**src/rtl/clock_switch_ctrl.sv**
```systemverilog
// Break-before-make sequencer for a glitch-free clock mux select vector.
// Runs on an always-on reference clock; falls back to DEFAULT_SEL when the active source dies.
module clock_switch_ctrl #(
  parameter int N           = 2,
  parameter int IW          = $clog2(N),
  parameter int SETTLE      = 8,
  parameter int TIMEOUT     = 64,
  parameter int DEFAULT_SEL = 0
) (
  input  logic          clk,
  input  logic          rst,
  input  logic          req_valid,
  input  logic [IW-1:0] req_sel,
  input  logic [N-1:0]  clk_ok,
  output logic [N-1:0]  select,
  output logic [IW-1:0] cur_sel,
  output logic          busy,
  output logic          done,
  output logic          err
);

  localparam int CMAX = (SETTLE > TIMEOUT) ? SETTLE : TIMEOUT;
  localparam int CW   = $clog2(CMAX + 1);
  localparam logic [IW-1:0] DEF = IW'(DEFAULT_SEL);

  typedef enum logic [2:0] {IDLE, OFF, WAIT_OK, ON, FINISH} state_t;

  state_t        state, state_nx;
  logic [CW-1:0] cnt, cnt_nx;
  logic [IW-1:0] target, target_nx, prev, prev_nx;
  logic          abort, abort_nx, fb, fb_nx;
  logic [N-1:0]  select_nx;
  logic [IW-1:0] cur_sel_nx;
  logic          busy_nx, done_nx, err_nx;
  logic          fallback, req_legal, target_ok;

  function automatic logic [N-1:0] onehot(input logic [IW-1:0] idx);
    onehot = {{(N-1){1'b0}}, 1'b1} << idx;
  endfunction

  assign fallback  = (clk_ok[cur_sel] == 1'b0) && (cur_sel != DEF);
  assign req_legal = (int'(req_sel) < N);
  // A fallback target is trusted without qualification.
  assign target_ok = fb || clk_ok[target];

  // State register and registered outputs.
  always_ff @(posedge clk) begin
    if (rst) begin
      state   <= IDLE;
      cnt     <= '0;
      target  <= DEF;
      prev    <= DEF;
      abort   <= 1'b0;
      fb      <= 1'b0;
      select  <= onehot(DEF);
      cur_sel <= DEF;
      busy    <= 1'b0;
      done    <= 1'b0;
      err     <= 1'b0;
    end else begin
      state   <= state_nx;
      cnt     <= cnt_nx;
      target  <= target_nx;
      prev    <= prev_nx;
      abort   <= abort_nx;
      fb      <= fb_nx;
      select  <= select_nx;
      cur_sel <= cur_sel_nx;
      busy    <= busy_nx;
      done    <= done_nx;
      err     <= err_nx;
    end
  end

  // Next-state logic; the first qualification happens as the off phase ends.
  always_comb begin
    state_nx  = state;
    cnt_nx    = cnt;
    target_nx = target;
    prev_nx   = prev;
    abort_nx  = abort;
    fb_nx     = fb;
    case (state)
      IDLE: begin
        if (fallback) begin
          target_nx = DEF;
          prev_nx   = cur_sel;
          fb_nx     = 1'b1;
          abort_nx  = 1'b0;
          cnt_nx    = '0;
          state_nx  = OFF;
        end else if (req_valid && req_legal && (req_sel != cur_sel)) begin
          target_nx = req_sel;
          prev_nx   = cur_sel;
          fb_nx     = 1'b0;
          abort_nx  = 1'b0;
          cnt_nx    = '0;
          state_nx  = OFF;
        end else begin
          state_nx = IDLE;
        end
      end
      OFF: begin
        if (cnt == CW'(SETTLE - 1)) begin
          cnt_nx   = '0;
          state_nx = target_ok ? ON : WAIT_OK;
        end else begin
          cnt_nx = cnt + 1'b1;
        end
      end
      WAIT_OK: begin
        if (target_ok) begin
          cnt_nx   = '0;
          state_nx = ON;
        end else if (cnt == CW'(TIMEOUT - 1)) begin
          cnt_nx   = '0;
          abort_nx = 1'b1;
          state_nx = ON;
        end else begin
          cnt_nx = cnt + 1'b1;
        end
      end
      ON: begin
        if (cnt == CW'(SETTLE - 1)) begin
          cnt_nx   = '0;
          state_nx = FINISH;
        end else begin
          cnt_nx = cnt + 1'b1;
        end
      end
      FINISH: begin
        state_nx = IDLE;
      end
      default: begin
        state_nx = IDLE;
        cnt_nx   = '0;
      end
    endcase
  end

  // Output logic: next values of the registered outputs.
  always_comb begin
    select_nx  = select;
    cur_sel_nx = cur_sel;
    busy_nx    = (state_nx == OFF) || (state_nx == WAIT_OK) || (state_nx == ON);
    done_nx    = 1'b0;
    err_nx     = 1'b0;
    case (state)
      IDLE: begin
        if (fallback) begin
          select_nx = '0;
        end else if (req_valid) begin
          if (!req_legal) begin
            err_nx = 1'b1;
          end else if (req_sel == cur_sel) begin
            done_nx = 1'b1;
          end else begin
            select_nx = '0;
          end
        end else begin
          select_nx = select;
        end
      end
      OFF, WAIT_OK: begin
        if (state_nx == ON) begin
          select_nx = abort_nx ? onehot(prev) : onehot(target);
        end else begin
          select_nx = '0;
        end
      end
      ON: begin
        if (state_nx == FINISH) begin
          if (abort) begin
            err_nx = 1'b1;
          end else begin
            done_nx    = 1'b1;
            cur_sel_nx = target;
          end
        end else begin
          done_nx = 1'b0;
        end
      end
      FINISH: begin
        done_nx = 1'b0;
      end
      default: begin
        select_nx = onehot(DEF);
      end
    endcase
  end

endmodule
```
**config.mk**
```make
export PLATFORM = sky130hd
export DESIGN_NAME = clock_switch_ctrl
export DESIGN_NICKNAME = d
export VERILOG_FILES = /design/src/rtl/clock_switch_ctrl.sv
export SDC_FILE = /design/constraint.sdc
export NUM_CORES = 1
export LEC_CHECK = 0
export CORE_MARGIN = 3
export CORE_UTILIZATION = 35
export DETAILED_ROUTE_END_ITERATION = 16
export HOLD_SLACK_MARGIN = 0.06
export PLACE_DENSITY_LB_ADDON = 0.15
export SLEW_MARGIN = 20
export SYNTH_ARGS = -nofsm -noshare
export SYNTH_HDL_FRONTEND = slang
export SYNTH_SLANG_ARGS = --single-unit
```
**constraint.sdc**
```tcl
create_clock -name clk -period 2.4 [get_ports clk]
set_clock_uncertainty 0.15 [all_clocks]
set_input_delay 0.48 -clock clk [delete_from_list [all_inputs] [get_ports clk]]
set_output_delay 0.48 -clock clk [all_outputs]
set_load 0.005 [all_outputs]
```
Word-level counts from Yosys, hierarchy flattened. Index checks and enable logic that the tools add are counted.

Register bits: 20. Latch bits: 0. Memory bits (writable): 0. Memory bits (read-only): 0. Input port bits: 6. Output and inout bits: 6. Word-level logic and storage cells: 94. Memories kept: 0.

$add $sub $neg: 1. $mul: 0. Div/mod/pow operators: 0. Magnitude comparators: 2. Equality and inequality tests: 15. Shift-type cells: 2. Mux-type cells: 42. Bitwise logic cells: 6. Reduce and logical (&&, ||, !) cells: 15.

Operators by type and width (count): 7-bit two-way mux (5); 7-bit case mux with 4 select lines (1); 1-bit two-way mux (23); 3-bit by 2-bit equality test with 1-bit output, second input constant (4); 3-bit two-way mux (4); 3-bit case mux with 4 select lines (1); 2-bit two-way mux (5); 3-bit != test, second input constant (3); 7-bit by 1-bit adder with 7-bit output, second input constant (1); 7-bit by 3-bit equality test with 1-bit output, second input constant (1); 7-bit by 6-bit equality test with 1-bit output, second input constant (1); 3-bit by 1-bit equality test with 1-bit output, second input constant (2); 3-bit equality test, second input constant (2); 1-bit NOT (6); 2-bit case mux with 3 select lines (1); 3-bit AND reduction (2); 2-bit OR reduction (3); 1-bit by 2-bit less-than comparator with 1-bit output, second input constant (2); 1-bit case mux with 2 select lines (2); 2-bit AND reduction (2); 1-bit by 1-bit << shifter with 2-bit output, first input constant (2); 3-bit logical NOT (1); 1-bit logical OR (3); 3-bit OR reduction (1); 4 further kinds (5).

Longest topological paths before layout. Gate-level depths: netlist of the first run.

Depth in word-level cells: 9. Mapped depth: 7. Mapped depth without buffers: 6.

Least setup slack after synthesis of the first run. OpenSTA, ideal clock, no wires.

Path kind: reg-to-reg. Start point: reg state[0]. End point: reg select[1]. Library setup time: 0.117 ns. Arrival time: 1.619 ns. Required time: 2.133 ns. Path slack: 0.514 ns. Stages on the path, launching flop included: 6. Path buffers: 0. Period minus slack after synthesis: 1.886 ns. Path through: dfxtp_1 -> or3_1 -> a311o_1 -> o21ai_2 -> mux2_4 -> a32o_1.

Longest elaborated chain between the ends: 6. Elaborated cells on any way between the ends: 21. Classes of those cells: eq/ne: 7; mux: 9; bitwise: 1; reduce/logical: 4.

RTL lines: start: declaration (line 28) `state_t state, state_nx;`; start signal: assignment (line 61) `state <= state_nx;`; 3-bit two-way mux (line 115) `end else if (cnt == CW'(TIMEOUT - 1)) begin`; 3-bit two-way mux (line 112) `if (target_ok) begin`; 3-bit case mux with 4 select lines (line 83) `case (state)`; 3-bit by 2-bit equality test with 1-bit output (line 165) `if (state_nx == ON) begin`; 2-bit two-way mux (line 165); 2-bit case mux with 3 select lines (line 148) `case (state)`; end signal: assignment (line 55) `select <= onehot(DEF);`; end signal: assignment (line 67) `select <= select_nx;`; end: declaration (line 15) `output logic [N-1:0] select,`.

Several ways; a longest one is shown, not always the timed one. A chain may end at the register's enable or synchronous reset.

Final worst setup path of the first run.
Start point: in req_sel. End point: reg select[1].

Longest elaborated chain between the ends: 8. Elaborated cells on any way between the ends: 15. Classes of those cells: eq/ne: 4; mux: 9; reduce/logical: 2.

RTL lines: start: declaration (line 13) `input logic [IW-1:0] req_sel,`; 1-bit != test (line 92) `end else if (req_valid && req_legal && (req_sel != cur_sel)) begin`; 1-bit logical AND (line 92); 1-bit two-way mux (line 92); 1-bit two-way mux (line 85) `if (fallback) begin`; 3-bit case mux with 4 select lines or 1-bit case mux with 2 select lines (tied branches) (line 83); 3-bit by 2-bit equality test with 1-bit output or 2-bit two-way mux (tied branches) (line 165, 166); 2-bit two-way mux (line 165); 2-bit case mux with 3 select lines (line 148).

Several ways; a longest one is shown, not always the timed one.

==> impl_metrics.sql, run 1 <==
INSERT INTO impl_metrics (metric_group, metric, value, unit) VALUES
('drt', 'via_density', '5.492', ''),
('timing', 'final_min_period_over_clock_period', '88.81', '%'),
('logic_synthesis', 'synth_enable_flop_cells', '0', ''),
('logic_synthesis', 'synth.top_cells.by_area', 'sky130_fd_sc_hd__dfxtp_1 (38%), sky130_fd_sc_hd__nor2_1 (7.4%), sky130_fd_sc_hd__nand2_1 (5.0%), sky130_fd_sc_hd__a21oi_1 (3.8%), sky130_fd_sc_hd__a31oi_1 (3.0%)', ''),
('clock_tree', 'clock_tree_from_tritoncts', 'done', ''),
('die', 'core', '2829', 'um2'),
('logic_synthesis', 'post_synth.cell_area_avg', '8.142', 'um2'),
('drt', 'drt-wirelength-per-cell', '13.49', 'um'),
('timing', 'worst_pin_slew', '517.0', 'ps'),
('grt', 'grt_pass1_vias', '908', ''),
('pwr', 'static-leakage-power', '0.4910', 'nW'),
('drt', 'ant_nets', '0', ''),
('setup_path', 'worst-endpoint-arrival', '2180', 'ps'),
('layout', 'antennaDiodeCount', '0', ''),
('drt', 'dr.pass1.iters', '4', ''),
('logic_synthesis', 'synth.ff_latch_count', '20', ''),
('drt', 'route.final.wire_length', '2388', 'um'),
('placement', 'hpwlAfterDp', '1879', 'um'),
('clock_tree', 'ctsHoldBuffers', '0', ''),
('timing', 'worst_hold_slack', '361.6', 'ps'),
('clock_tree', 'clkSinkCount', '20', ''),
('logic_synthesis', 'synthesis.yosys.warnings', '0', ''),
('clock_tree', 'postCtsSetupBuffers', '0', ''),
('clock_tree', 'clk_latency', '300', 'ps'),
('setup_path', 'critical_path_peak_fanout', '5', ''),
('setup_path', 'timing.critical_path.slowest_stage_cell', 'sky130_fd_sc_hd__clkdlybuf4s50_1', ''),
('layout', 'layout.nets', '155', ''),
('placement', 'post_dp_cell_area', '1244', 'um2'),
('setup_path', 'start_kind', 'input port', ''),
('timing', 'timing.slew.headroom', '65.21', '%'),
('outcome', 'status', 'completed', ''),
('die', 'die-height', '61.00', 'um'),
('timing', 'report.final.hold_viol_count', '0', ''),
('logic_synthesis', 'synth.largest_area_cell', 'sky130_fd_sc_hd__dfxtp_1', ''),
('die', 'floorplan.die.width', '61.00', 'um'),
('timing', 'grt_setup_unrepaired', 'false', ''),
('layout', 'layout.cell_area.non_filler', '1266', 'um2'),
('logic_synthesis', 'yosysTopAreaCellShare', '37.83', '%'),
('grt', 'groute.usage.overall', '15.29', '%'),
('grt', 'grt_start_max_net_pins', '13', ''),
('setup_path', 'critical_path.max_stage_delay', '470', 'ps'),
('drt', 'detailroute.via_count', '972', ''),
('layout', 'drive_gt1_share', '13.70', '%'),
('timing', 'setup_total_negative_slack', '0', 'ps'),
('timing', 'post-route-min-period', '2132', 'ps'),
('grt', 'overflow', '0', ''),
('clock_tree', 'htree_num_levels', '1', ''),
('timing', 'final_setup_vio_count', '0', ''),
('setup_path', 'timing_worst_setup_path_type', 'input port to flip-flop', ''),
('drt', 'remaining_drc_errors', '0', ''),
('die', 'fp.dieArea', '3720', 'um2'),
('logic_synthesis', 'mappedNetlistNets', '137', ''),
('layout', 'layout_stage_area_growth_over_the_synthesis_result', '19.62', '%'),
('timing', 'achievable_clock_frequency', '469.1', 'MHz'),
('layout', 'final_cell_mix', 'sky130_fd_sc_hd__nor2_1 (21), sky130_fd_sc_hd__dfxtp_1 (20), sky130_fd_sc_hd__nand2_1 (14)', ''),
('setup_path', 'worstPathCellList', 'clkdlybuf4s50_1 > nand2b_1 > a311o_1 > o21ai_2 > mux2_4 > a32o_1', ''),
('clock_tree', 'clk_pin_slew_worst_paths', '110', 'ps'),
('logic_synthesis', 'synth.lib_cells_used.distinct', '45', ''),
('timing', 'slew_viols_final', '0', ''),
('clock_tree', 'numCtsBuffers', '3', ''),
('setup_path', 'critical_path_required', '2450', 'ps'),
('pwr', 'pwr_dens', '469.3', 'nW/um2'),
('timing', 'timing.final.ws_setup', '268.5', 'ps'),
('grt', 'grt_antenna_before_repair', '0', ''),
('die', 'pin_count', '12', ''),
('placement', 'gpl.final_weighted_congestion', '0.8011', ''),
('die', 'floorplan.rows', '19', ''),
('logic_synthesis', 'synth_top_flop_cell', 'sky130_fd_sc_hd__dfxtp_1', ''),
('clock_tree', 'clk_path_buf_depth', '2', ''),
('logic_synthesis', 'synthCells', '130', ''),
('placement', 'placement.setup.worst_slack', '-41.04', 'ps');
-- through the flow --
| stage | utilization [%] | total power [mW] | instances |
|---|---|---|---|
| finish | 44.76 | 0.5943 | 177 |
| CTS | 44.76 | 0.6031 | 177 |
| global route | 44.76 | 0.6247 | 177 |
| floorplan | - | 0.4051 | 130 |
| detailed placement | 43.96 | 0.4440 | 174 |
| global placement | 43.96 | 0.4433 | 174 |
-- final cells by class --
| class | count | area [um2] |
|---|---|---|
| Multi-Input combinational cell | 100 | 619.3 |
| Inverter | 4 | 15.01 |
| Sequential cell | 20 | 400.4 |
| Fill cell | 282 | 1563 |
| Clock buffer | 3 | 22.52 |
| Timing Repair Buffer | 19 | 170.2 |
| Tap cell | 31 | 38.79 |
-- sequential cells by signal (all words and copies together) (netlist names) --
signal   flops
abort        1
busy         1
cnt          7
cur_sel      1
done         1
err          1
fb           1
prev         1
select       2
state        3
target       1
-- worst paths after layout --
check | start | to | slack, ps | cells after the start
worst min register to register | select[1] | select[1] | 360 | 1
worst min-delay path | select[1] | select[1] | 360 | 1
worst max register to register | state[1] | select[1] | 360 | 5
worst max-delay path | req_sel | select[1] | 270 | 6
-- cells in the mapped netlist, types with 2 or more instances --
master,number
sky130_fd_sc_hd__nand2b_1,2
sky130_fd_sc_hd__inv_1,4
sky130_fd_sc_hd__nand2_1,14
sky130_fd_sc_hd__a31oi_1,5
sky130_fd_sc_hd__o21ai_0,4
sky130_fd_sc_hd__nor2_1,21
sky130_fd_sc_hd__dfxtp_1,20
sky130_fd_sc_hd__and2_1,2
sky130_fd_sc_hd__a21oi_1,8
sky130_fd_sc_hd__nand3_1,4
sky130_fd_sc_hd__clkbuf_1,5
sky130_fd_sc_hd__o21a_1,2
sky130_fd_sc_hd__nor3_1,3
sky130_fd_sc_hd__a32oi_1,3
sky130_fd_sc_hd__and3_1,3
-- critical path, delay by kind of cell --
kind	cells	cell delay, ps
AOI/OAI and AO/OA	3	710
buffers and inverters	1	470
muxes	1	330
and+or+nand+nor	1	200
-- metal layers --
metal  share of wire, %  global-route usage, %  routed length, um  vias to the layer above
li1                   -                      -                  -                      513
met1                 50                  21.17               1205                      433
met2                 43                  23.05               1037                       24
met3                5.3                  4.894                127                        2
met4               0.75                  3.715                 18                        0
met5                  0                      0                  0                        -
-- kinds of logic (layout without fill, tap and decap cells) --
family	Yosys count	count (layout)	synth area share, %
compound gates	37	37	25.42
xor+xnor	1	1	0.8276
fa+ha+maj	1	1	1.182
buf+inv	10	26	3.664
flops	20	20	37.82
mux	2	2	2.482
simple gates	59	59	28.61
-- where the power goes --
part	switching (mW)	internal [mW]
Combinational	0.0432	0.0446
Clock	0.0991	0.0585
Sequential	0.00838	0.341
Total	0.151	0.444
No activity file was read; power rests on OpenSTA's default activity.
==> run 2, diff against run 1 <==
--- a/config.mk
+++ b/config.mk
@@ -14,3 +14,4 @@
 export SYNTH_ARGS = -nofsm -noshare
 export SYNTH_HDL_FRONTEND = slang
 export SYNTH_SLANG_ARGS = --single-unit
+export TNS_END_PERCENT = 20
==> results of run 2 <==
Final layout, timing and power as in run 1 (identical DEF).
